$ cat src/rtl/motor_pkg.sv
// Shared definitions for the motor drive monitor: command width, default PWM
// period exponent and the per-side drive decision encoding.
package motor_pkg;

    localparam int MEAS_W          = 11;
    localparam int PERIOD_BITS_DEF = 10;

    typedef enum logic [2:0] {
        DRV_COAST,
        DRV_FWD,
        DRV_REV,
        DRV_BRAKE,
        DRV_ERR
    } drv_state_t;

endpackage

$ cat src/rtl/pwm_chan_decode.sv
// One H-bridge side: registers both drive pins, counts their high time over a
// window and turns the final counts into a signed command plus brake/error flags.
module pwm_chan_decode
    import motor_pkg::*;
#(
    parameter int PERIOD_BITS = PERIOD_BITS_DEF
) (
    input  logic              clk_i,
    input  logic              rst_ni,
    input  logic              fwd_i,
    input  logic              rev_i,
    input  logic              wcnt_term_i,
    input  logic              first_win_i,
    output logic [MEAS_W-1:0] meas_o,
    output logic              brk_o,
    output logic              err_o
);

    localparam int CW = PERIOD_BITS + 1;
    localparam logic [CW-1:0] N_CNT    = {1'b1, {PERIOD_BITS{1'b0}}};
    localparam logic [CW-1:0] MAX_DUTY = {1'b0, {PERIOD_BITS{1'b1}}};

    logic              fwd_q, rev_q;
    logic [CW-1:0]     fcnt_q, rcnt_q;
    logic [CW-1:0]     f_fin, r_fin, f_clip, r_clip;
    drv_state_t        state_d;
    logic [MEAS_W-1:0] meas_q, meas_d;
    logic              brk_q, brk_d;
    logic              err_q, err_d;

    // Final counts include the sample being added on the terminal cycle.
    always_comb begin
        f_fin  = fcnt_q + {{PERIOD_BITS{1'b0}}, fwd_q};
        r_fin  = rcnt_q + {{PERIOD_BITS{1'b0}}, rev_q};
        f_clip = (f_fin > MAX_DUTY) ? MAX_DUTY : f_fin;
        r_clip = (r_fin > MAX_DUTY) ? MAX_DUTY : r_fin;

        if (f_fin == N_CNT && r_fin == N_CNT) begin
            state_d = DRV_BRAKE;
        end else if (f_fin == '0 && r_fin == '0) begin
            state_d = DRV_COAST;
        end else if (r_fin == '0) begin
            state_d = DRV_FWD;
        end else if (f_fin == '0) begin
            state_d = DRV_REV;
        end else begin
            state_d = DRV_ERR;
        end

        meas_d = meas_q;
        brk_d  = 1'b0;
        err_d  = 1'b0;
        case (state_d)
            DRV_BRAKE: begin
                brk_d  = 1'b1;
                meas_d = '0;
            end
            DRV_COAST: meas_d = '0;
            DRV_FWD:   meas_d = MEAS_W'(f_clip);
            DRV_REV:   meas_d = '0 - MEAS_W'(r_clip);
            default:   err_d  = 1'b1;
        endcase
    end

    always_ff @(posedge clk_i or negedge rst_ni) begin
        if (!rst_ni) begin
            fwd_q  <= 1'b0;
            rev_q  <= 1'b0;
            fcnt_q <= '0;
            rcnt_q <= '0;
            meas_q <= '0;
            brk_q  <= 1'b0;
            err_q  <= 1'b0;
        end else begin
            fwd_q <= fwd_i;
            rev_q <= rev_i;
            if (wcnt_term_i) begin
                fcnt_q <= '0;
                rcnt_q <= '0;
                if (!first_win_i) begin
                    meas_q <= meas_d;
                    brk_q  <= brk_d;
                    err_q  <= err_d;
                end
            end else begin
                fcnt_q <= f_fin;
                rcnt_q <= r_fin;
            end
        end
    end

    assign meas_o = meas_q;
    assign brk_o  = brk_q;
    assign err_o  = err_q;

endmodule

$ cat src/rtl/motor_cntrl_mon.sv
// Passive monitor of the four H-bridge drive pins; owns the shared measurement
// window, discards the first window after reset and pulses meas_vld per window.
module motor_cntrl_mon
    import motor_pkg::*;
#(
    parameter int PERIOD_BITS = PERIOD_BITS_DEF
) (
    input  logic              clk,
    input  logic              rst_n,
    input  logic              fwd_lft,
    input  logic              rev_lft,
    input  logic              fwd_rht,
    input  logic              rev_rht,
    output logic [MEAS_W-1:0] lft_meas,
    output logic [MEAS_W-1:0] rht_meas,
    output logic              brk_lft,
    output logic              brk_rht,
    output logic              err_lft,
    output logic              err_rht,
    output logic              meas_vld
);

    logic [PERIOD_BITS-1:0] wcnt_q;
    logic                   first_win_q;
    logic                   meas_vld_q;
    logic                   wcnt_term;

    assign wcnt_term = &wcnt_q;

    // The first window after reset may start mid-pulse of the driver, so it is dropped.
    always_ff @(posedge clk or negedge rst_n) begin
        if (!rst_n) begin
            wcnt_q      <= '0;
            first_win_q <= 1'b1;
            meas_vld_q  <= 1'b0;
        end else begin
            wcnt_q     <= wcnt_q + 1'b1;
            meas_vld_q <= wcnt_term && !first_win_q;
            if (wcnt_term) begin
                first_win_q <= 1'b0;
            end
        end
    end

    assign meas_vld = meas_vld_q;

    pwm_chan_decode #(
        .PERIOD_BITS(PERIOD_BITS)
    ) u_lft (
        .clk_i       (clk),
        .rst_ni      (rst_n),
        .fwd_i       (fwd_lft),
        .rev_i       (rev_lft),
        .wcnt_term_i (wcnt_term),
        .first_win_i (first_win_q),
        .meas_o      (lft_meas),
        .brk_o       (brk_lft),
        .err_o       (err_lft)
    );

    pwm_chan_decode #(
        .PERIOD_BITS(PERIOD_BITS)
    ) u_rht (
        .clk_i       (clk),
        .rst_ni      (rst_n),
        .fwd_i       (fwd_rht),
        .rev_i       (rev_rht),
        .wcnt_term_i (wcnt_term),
        .first_win_i (first_win_q),
        .meas_o      (rht_meas),
        .brk_o       (brk_rht),
        .err_o       (err_rht)
    );

endmodule

$ cat config.mk
export PLATFORM = sky130hd
export DESIGN_NAME = motor_cntrl_mon
export DESIGN_NICKNAME = d
export VERILOG_FILES = /design/src/rtl/motor_pkg.sv /design/src/rtl/pwm_chan_decode.sv /design/src/rtl/motor_cntrl_mon.sv
export SDC_FILE = /design/constraint.sdc
export NUM_CORES = 1
export LEC_CHECK = 0
export ABC_CLOCK_PERIOD_IN_PS = 2960
export CAP_MARGIN = 15
export CORE_AREA = 3 3 147 92
export DETAILED_ROUTE_END_ITERATION = 12
export DIE_AREA = 0 0 150 95
export GPL_ROUTABILITY_DRIVEN = 0
export SLEW_MARGIN = 10
export SYNTH_ARGS = -nofsm -noshare
export SYNTH_HDL_FRONTEND = slang
export SYNTH_SLANG_ARGS = --single-unit
$ cat constraint.sdc
create_clock -name clk -period 2.96 [get_ports clk]
set_input_delay 0.888 -clock clk [delete_from_list [all_inputs] [get_ports clk]]
set_output_delay 0.888 -clock clk [all_outputs]
set_load 0.03 [all_outputs]
==> flow_summary.json, run 1 <==
{
  "critPathMaxFanout": 5,
  "dr.first_iter.drc_count": 287,
  "nets": 554,
  "post-route-min-period_ps": 2830,
  "period_share": 0.955,
  "num-fill-cells": 1109,
  "p_leak_nw": 2.61,
  "synthFlopType": "dfrtp_1",
  "clk_latency_ps": 350,
  "vdd_ir_drop_max_mv": 0.372,
  "multi_input_area_sq_um": 2660,
  "vias": 3861,
  "routed_wl_um": 11800,
  "core_region_area_sq_um": 12100,
  "power_w": 0.00443,
  "start_util": 0.403,
  "wl_met3_um": 687,
  "setup_viol": 0,
  "die_area_sq_um": 14300,
  "root_buffer": "clkbuf_16",
  "critPathRequiredTime_ps": 3220,
  "cts_sinks": 86,
  "first_global_vias": 3625,
  "wl_met1_um": 6190,
  "worst_pin_slew_ps": 707,
  "hold_buffers": 0,
  "drc": 0,
  "grt_overflow_total": 0,
  "synth-seq-cells": 86,
  "rsz0062_at_grt": "yes",
  "cts_buffers": 9,
  "io_pins": 33,
  "slew_headroom": 0.524,
  "grt_pass1_wl_um": 19500,
  "routedWlPerCell_um": 16.7,
  "wl_met2_um": 4800,
  "diodes": 0,
  "path_class": "flip-flop to flip-flop",
  "hpwl_um": 8780,
  "cts_tree": "built",
  "synth-edff-count": 0,
  "clk_pin_slew_worst_paths_ps": 60,
  "fmax_ghz": 0.354,
  "port_buffers": 32,
  "end_kind": "flip-flop",
  "antenna_found_initial": 0,
  "syn_inst": 488,
  "synthArstFlopShare": 1.00,
  "grt_use_total": 0.176,
  "cp.arrival_ps": 3090,
  "grt_max_degree": 53,
  "clk_path_buf_depth": 2,
  "dr.pass1.iters": 5,
  "clock-skew-final_ps": 11.5,
  "via_per_inst": 5.46,
  "hold_viol_final": 0,
  "yosysSeqAreaShare": 0.441,
  "fin_setup_tns_ps": 0,
  "yosysWarnings": 0,
  "holdCritPathClass": "flip-flop to flip-flop",
  "syn-cell-area_sq_um": 4880,
  "crit_path_start_kind": "flip-flop",
  "drv_cap": 0,
  "ant_nets": 0,
  "synth.net_count": 505,
  "worst_hold_slack_ps": 471,
  "syn_avg_cell_area_sq_um": 10.0,
  "die_x_um": 150,
  "top_layer": "met4",
  "seq_area_sq_um": 2150,
  "die_y_um": 95,
  "drv_slew": 0,
  "htree_levels": 3,
  "drive_gt1_frac": 0.162,
  "status": "finished, final reports clean",
  "syn2layout_area_growth_pct": 20.4,
  "fp-row-count": 31,
  "powerDensity_nw_per_um2": 754,
  "yosysUniqueCellTypes": 65
}
-- stage by stage --
| stage | setup WS (ps) | cell area, sq um | utilization | instances |
|---|---|---|---|---|
| after floorplan | 144 | 4880 | - | 488 |
| after global placement | 144 | 5490 | 0.454 | 688 |
| after detailed placement | 16.7 | 5490 | 0.454 | 688 |
| after CTS | 14.3 | 5780 | 0.477 | 704 |
| after global routing | -57.1 | 5880 | 0.486 | 707 |
| final | 135 | 5880 | 0.486 | 707 |
-- what timing repair did --
| action | 4_1_cts | 5_1_grt |
|---|---|---|
| gates resized for setup | 2 | 18 |
| endpoints found under the setup margin | 3 | 22 |
| buffers inserted | 0 | 3 |
| hold endpoints to repair | 0 | 0 |
| pin swaps | 0 | 8 |
-- final timing paths --
path                                    to  cells after the start            start  slack, ps
setup reg to reg           u_lft.meas_o[6]                     14  u_lft.rcnt_q[0]        130
hold / removal                   wcnt_q[4]                      1        wcnt_q[4]        470
setup / recovery           u_lft.meas_o[6]                     14  u_lft.rcnt_q[0]        130
min in group asynchronous  u_lft.meas_o[1]                      1            rst_n        560
max in group asynchronous  u_rht.fcnt_q[6]                      2            rst_n       1720
hold reg to reg                  wcnt_q[4]                      1        wcnt_q[4]        470
-- where the power goes --
group          internal [W]  switching (W)  leakage [nW]  total, W
logic              0.000777       0.000991          1.36   0.00177
clock network      0.000573       0.000486         0.125   0.00106
registers           0.00136       0.000242          1.13   0.00160
-- cell families (layout without fill, tap and decap cells) --
kind of cell             after synthesis  in the layout  synth area share
AO/OA/AOI/OAI                         75             75             0.115
XOR/XNOR                              64             64             0.115
adder cells (fa/ha/maj)               11             11            0.0282
buffers and inverters                 32             86            0.0308
flip-flops                            86             86             0.441
multiplexers                          18             18            0.0469
AND/OR/NAND/NOR                      202            202             0.224
-- cell type report --
class / count / area share
Multi-Input combinational cell: 370 / 0.453
Sequential cell: 86 / 0.366
Timing Repair Buffer: 63 / 0.0937
Clock buffer: 10 / 0.0390
Tap cell: 165 / 0.0351
Clock inverter: 6 / 0.00830
Inverter: 7 / 0.00447
-- layer usage --
layer | up-vias | global-route usage
met5 | - | 0
met4 | 0 | 0.0411
met3 | 10 | 0.0388
met2 | 94 | 0.231
met1 | 1907 | 0.286
li1 | 1850 | -
-- cell usage after synthesis (all sizes together) (5+ instances only) --
cell / instances / area share
nor2: 62 / 0.048
a21oi: 10 / 0.010
buf: 15 / 0.018
ha: 11 / 0.028
dfrtp: 85 / 0.44
o21ai: 18 / 0.020
clkbuf: 10 / 0.0077
nor2b: 14 / 0.018
xor2: 32 / 0.057
nor4: 5 / 0.011
mux2: 12 / 0.035
mux2i: 6 / 0.012
nand3: 24 / 0.025
and3: 10 / 0.013
a221o: 7 / 0.014
inv: 7 / 0.0054
o22ai: 6 / 0.0077
xnor2: 32 / 0.057
nand4: 15 / 0.019
and4: 9 / 0.017
nor3: 7 / 0.0072
and2: 10 / 0.013
nand2: 26 / 0.021
-- cell usage in the layout (no fill, tap or decap), types with 7 or more instances in the layout --
cell              n
o21ai_0          10
nand3_1          22
mux2_4            9
nor2_1           61
nor3_1            7
nand2_1          24
dfrtp_1          85
buf_4            32
ha_1              7
a21oi_1          10
and2_1            9
nand4_1          15
clkdlybuf4s50_1  31
clkbuf_16         9
and3_1           10
a221o_1           7
xnor2_1          29
xor2_1           32
nor2b_1          14
-- critical path, stage by stage (launching register included) --
cell and delay, ps:
dfrtp_1 330, ha_2 190, ha_2 200, and4_4 250, nand3_2 130, xnor2_2 180
nor2_2 150, ha_2 220, buf_4 150, nand4_1 120, nor2b_1 180, a41oi_2 160
xor2_1 220, a21oi_1 110, o2bb2ai_1 150
-- flip-flops by register name (all words and copies together) (netlist names), 10 cells and up --
signal,cells
u_lft.rcnt_q,11
u_lft.meas_o,11
wcnt_q,10
u_rht.meas_o,11
u_lft.fcnt_q,11
u_rht.fcnt_q,11
u_rht.rcnt_q,11
Power figures use the tool's default switching activity.
==> run 2: changes to the inputs <==
- PLACE_DENSITY: not set -> 0.6
==> results of run 2 <==
The final DEF is identical to that of run 1; final timing and power are the same.
==> run 3: changes to the inputs <==
- CORE_AREA: 3 3 147 92 -> 5 5 149 94
- DIE_AREA: 0 0 150 95 -> 0 0 154 99
- GPL_TIMING_DRIVEN: not set -> 0
==> flow_summary.json, run 3 (synthesis results as in run 1) <==
{
  "grt_max_degree": 65,
  "wl_met2_um": 4960,
  "clk_path_buf_depth": 2,
  "dr.first_iter.drc_count": 413,
  "final_cell_mix": "dfrtp_1 (85), nor2_1 (59), clkdlybuf4s50_1 (31), xor2_1 (29), xnor2_1 (28)",
  "worst_hold_slack_ps": 445,
  "hold_buffers": 0,
  "clk_latency_ps": 350,
  "cpPeakStageDelay_ps": 450,
  "root_buffer": "clkbuf_16",
  "first_global_vias": 3635,
  "finish.utilization": 0.484,
  "drc": 0,
  "drive_gt1_frac": 0.164,
  "wl_met1_um": 6150,
  "antenna_found_initial": 0,
  "hpwl_um": 8640,
  "cp.depth": 10,
  "end_kind": "flip-flop",
  "ant_nets": 0,
  "critPathRequiredTime_ps": 3250,
  "via_per_inst": 5.47,
  "worst_pin_slew_ps": 637,
  "dr.pass1.iters": 5,
  "start_util": 0.391,
  "rrSetupSlack_ps": 90,
  "grt_use_total": 0.157,
  "p_leak_nw": 2.62,
  "fin_setup_tns_ps": 0,
  "die_y_um": 99,
  "post-route-min-period_ps": 2870,
  "vias": 3906,
  "diodes": 0,
  "critPathMaxFanout": 9,
  "r2r_end": "u_lft.meas_o[5]",
  "wl_met3_um": 802,
  "clk_pin_slew_worst_paths_ps": 70,
  "vdd_ir_drop_max_mv": 0.344,
  "period_share": 0.971,
  "cp_num_buf_inv": 1,
  "reg2regPathDepth": 10,
  "power_w": 0.00462,
  "cts_sinks": 86,
  "crit_path_start_kind": "flip-flop",
  "rr_startpoint": "u_lft.rcnt_q[0]",
  "drv_cap": 0,
  "grt_overflow_total": 0,
  "die_area_sq_um": 15200,
  "cts_buffers": 9,
  "drv_slew": 0,
  "routed_wl_um": 12000,
  "clock-skew-final_ps": 9.95,
  "status": "finished, final reports clean",
  "holdCritPathClass": "input pin to asynchronous set/reset pin",
  "instances_no_fill": 714,
  "cp_top_family": "simple AND/OR/NAND/NOR gates",
  "cp.arrival_ps": 3160,
  "cts_tree": "built",
  "critPathLaunch": "u_lft.rcnt_q[0]",
  "fp-row-count": 32,
  "cpMostUsedCell": "ha_1",
  "place_inst": 691,
  "hold_viol_final": 0,
  "setup_viol": 0,
  "htree_levels": 3,
  "syn2layout_area_growth_pct": 23.8,
  "fmax_ghz": 0.348,
  "slowest_stage": "or3b_1",
  "powerDensity_nw_per_um2": 764,
  "crit_end": "u_lft.meas_o[5]",
  "path_cells": "ha_1 -> ha_1 -> buf_6 -> and4_4 -> mux2_2 -> o21ai_4 -> or3_4 -> or3b_1 -> o22ai_1 -> mux2_4",
  "port_buffers": 32,
  "final_common_cell": "dfrtp_1",
  "path_class": "flip-flop to flip-flop",
  "grt_pass1_wl_um": 19200,
  "io_pins": 33,
  "routedWlPerCell_um": 16.9,
  "core_region_area_sq_um": 12500,
  "die_x_um": 154,
  "slew_headroom": 0.574,
  "nets": 556,
  "top_layer": "met4"
}
-- run 3: worst register-to-register path: stages (launching register included) --
cell and delay, ps:
dfrtp_1 360, ha_1 220, ha_1 200, buf_6 150, and4_4 230, mux2_2 300, o21ai_4 280, or3_4 220
or3b_1 450, o22ai_1 210, mux2_4 190
-- run 3: cell type report --
| class | count | area, sq um |
|---|---|---|
| tap | 170 | 213 |
| clock buffer | 9 | 225 |
| fill | 1149 | 6450 |
| buffer | 24 | 126 |
| inverter | 7 | 26.3 |
| timing repair buffer | 41 | 405 |
| sequential | 86 | 2150 |
| clock inverter | 7 | 70.1 |
| multi-input combinational | 370 | 2820 |
-- run 3: how the worst min path moves through the flow --
stage | depth (start not counted) | start | slack, ps | endpoint
floorplan | 1 | wcnt_q[0] | 440 | wcnt_q[0]
global placement | 1 | wcnt_q[8] | 450 | wcnt_q[8]
detailed placement | 1 | wcnt_q[0] | 460 | wcnt_q[0]
CTS | 1 | rst_n | 450 | u_rht.fcnt_q[5]
global route | 1 | rst_n | 460 | u_rht.fcnt_q[5]
finish | 1 | rst_n | 440 | u_rht.fcnt_q[5]
-- run 3: per-layer routing --
| layer | track usage | up-vias |
|---|---|---|
| met3 | 0.0456 | 19 |
| met5 | 0 | - |
| li1 | - | 1852 |
| met2 | 0.204 | 113 |
| met4 | 0.0393 | 0 |
| met1 | 0.249 | 1922 |
-- run 3: report_power, final --
part           leakage, nW  internal [W]  switching [W]
clock network        0.146      0.000655       0.000477
logic                 1.35      0.000831        0.00115
registers             1.13       0.00136       0.000140
-- run 3: timing repair --
action                     4_1_cts  5_1_grt
buffers inserted                 3        5
gates resized for setup         17       28
setup endpoints to repair       14       22
pin swaps                        2        5
-- run 3: stage by stage --
| step | setup slack, ps | area (sq um) |
|---|---|---|
| final | 85.5 | 6040 |
| after global routing | -40.5 | 6040 |
| after CTS | -5.38 | 5850 |
| after detailed placement | -401 | 5440 |
| after global placement | -2160 | 5410 |
| after floorplan | 144 | 4880 |
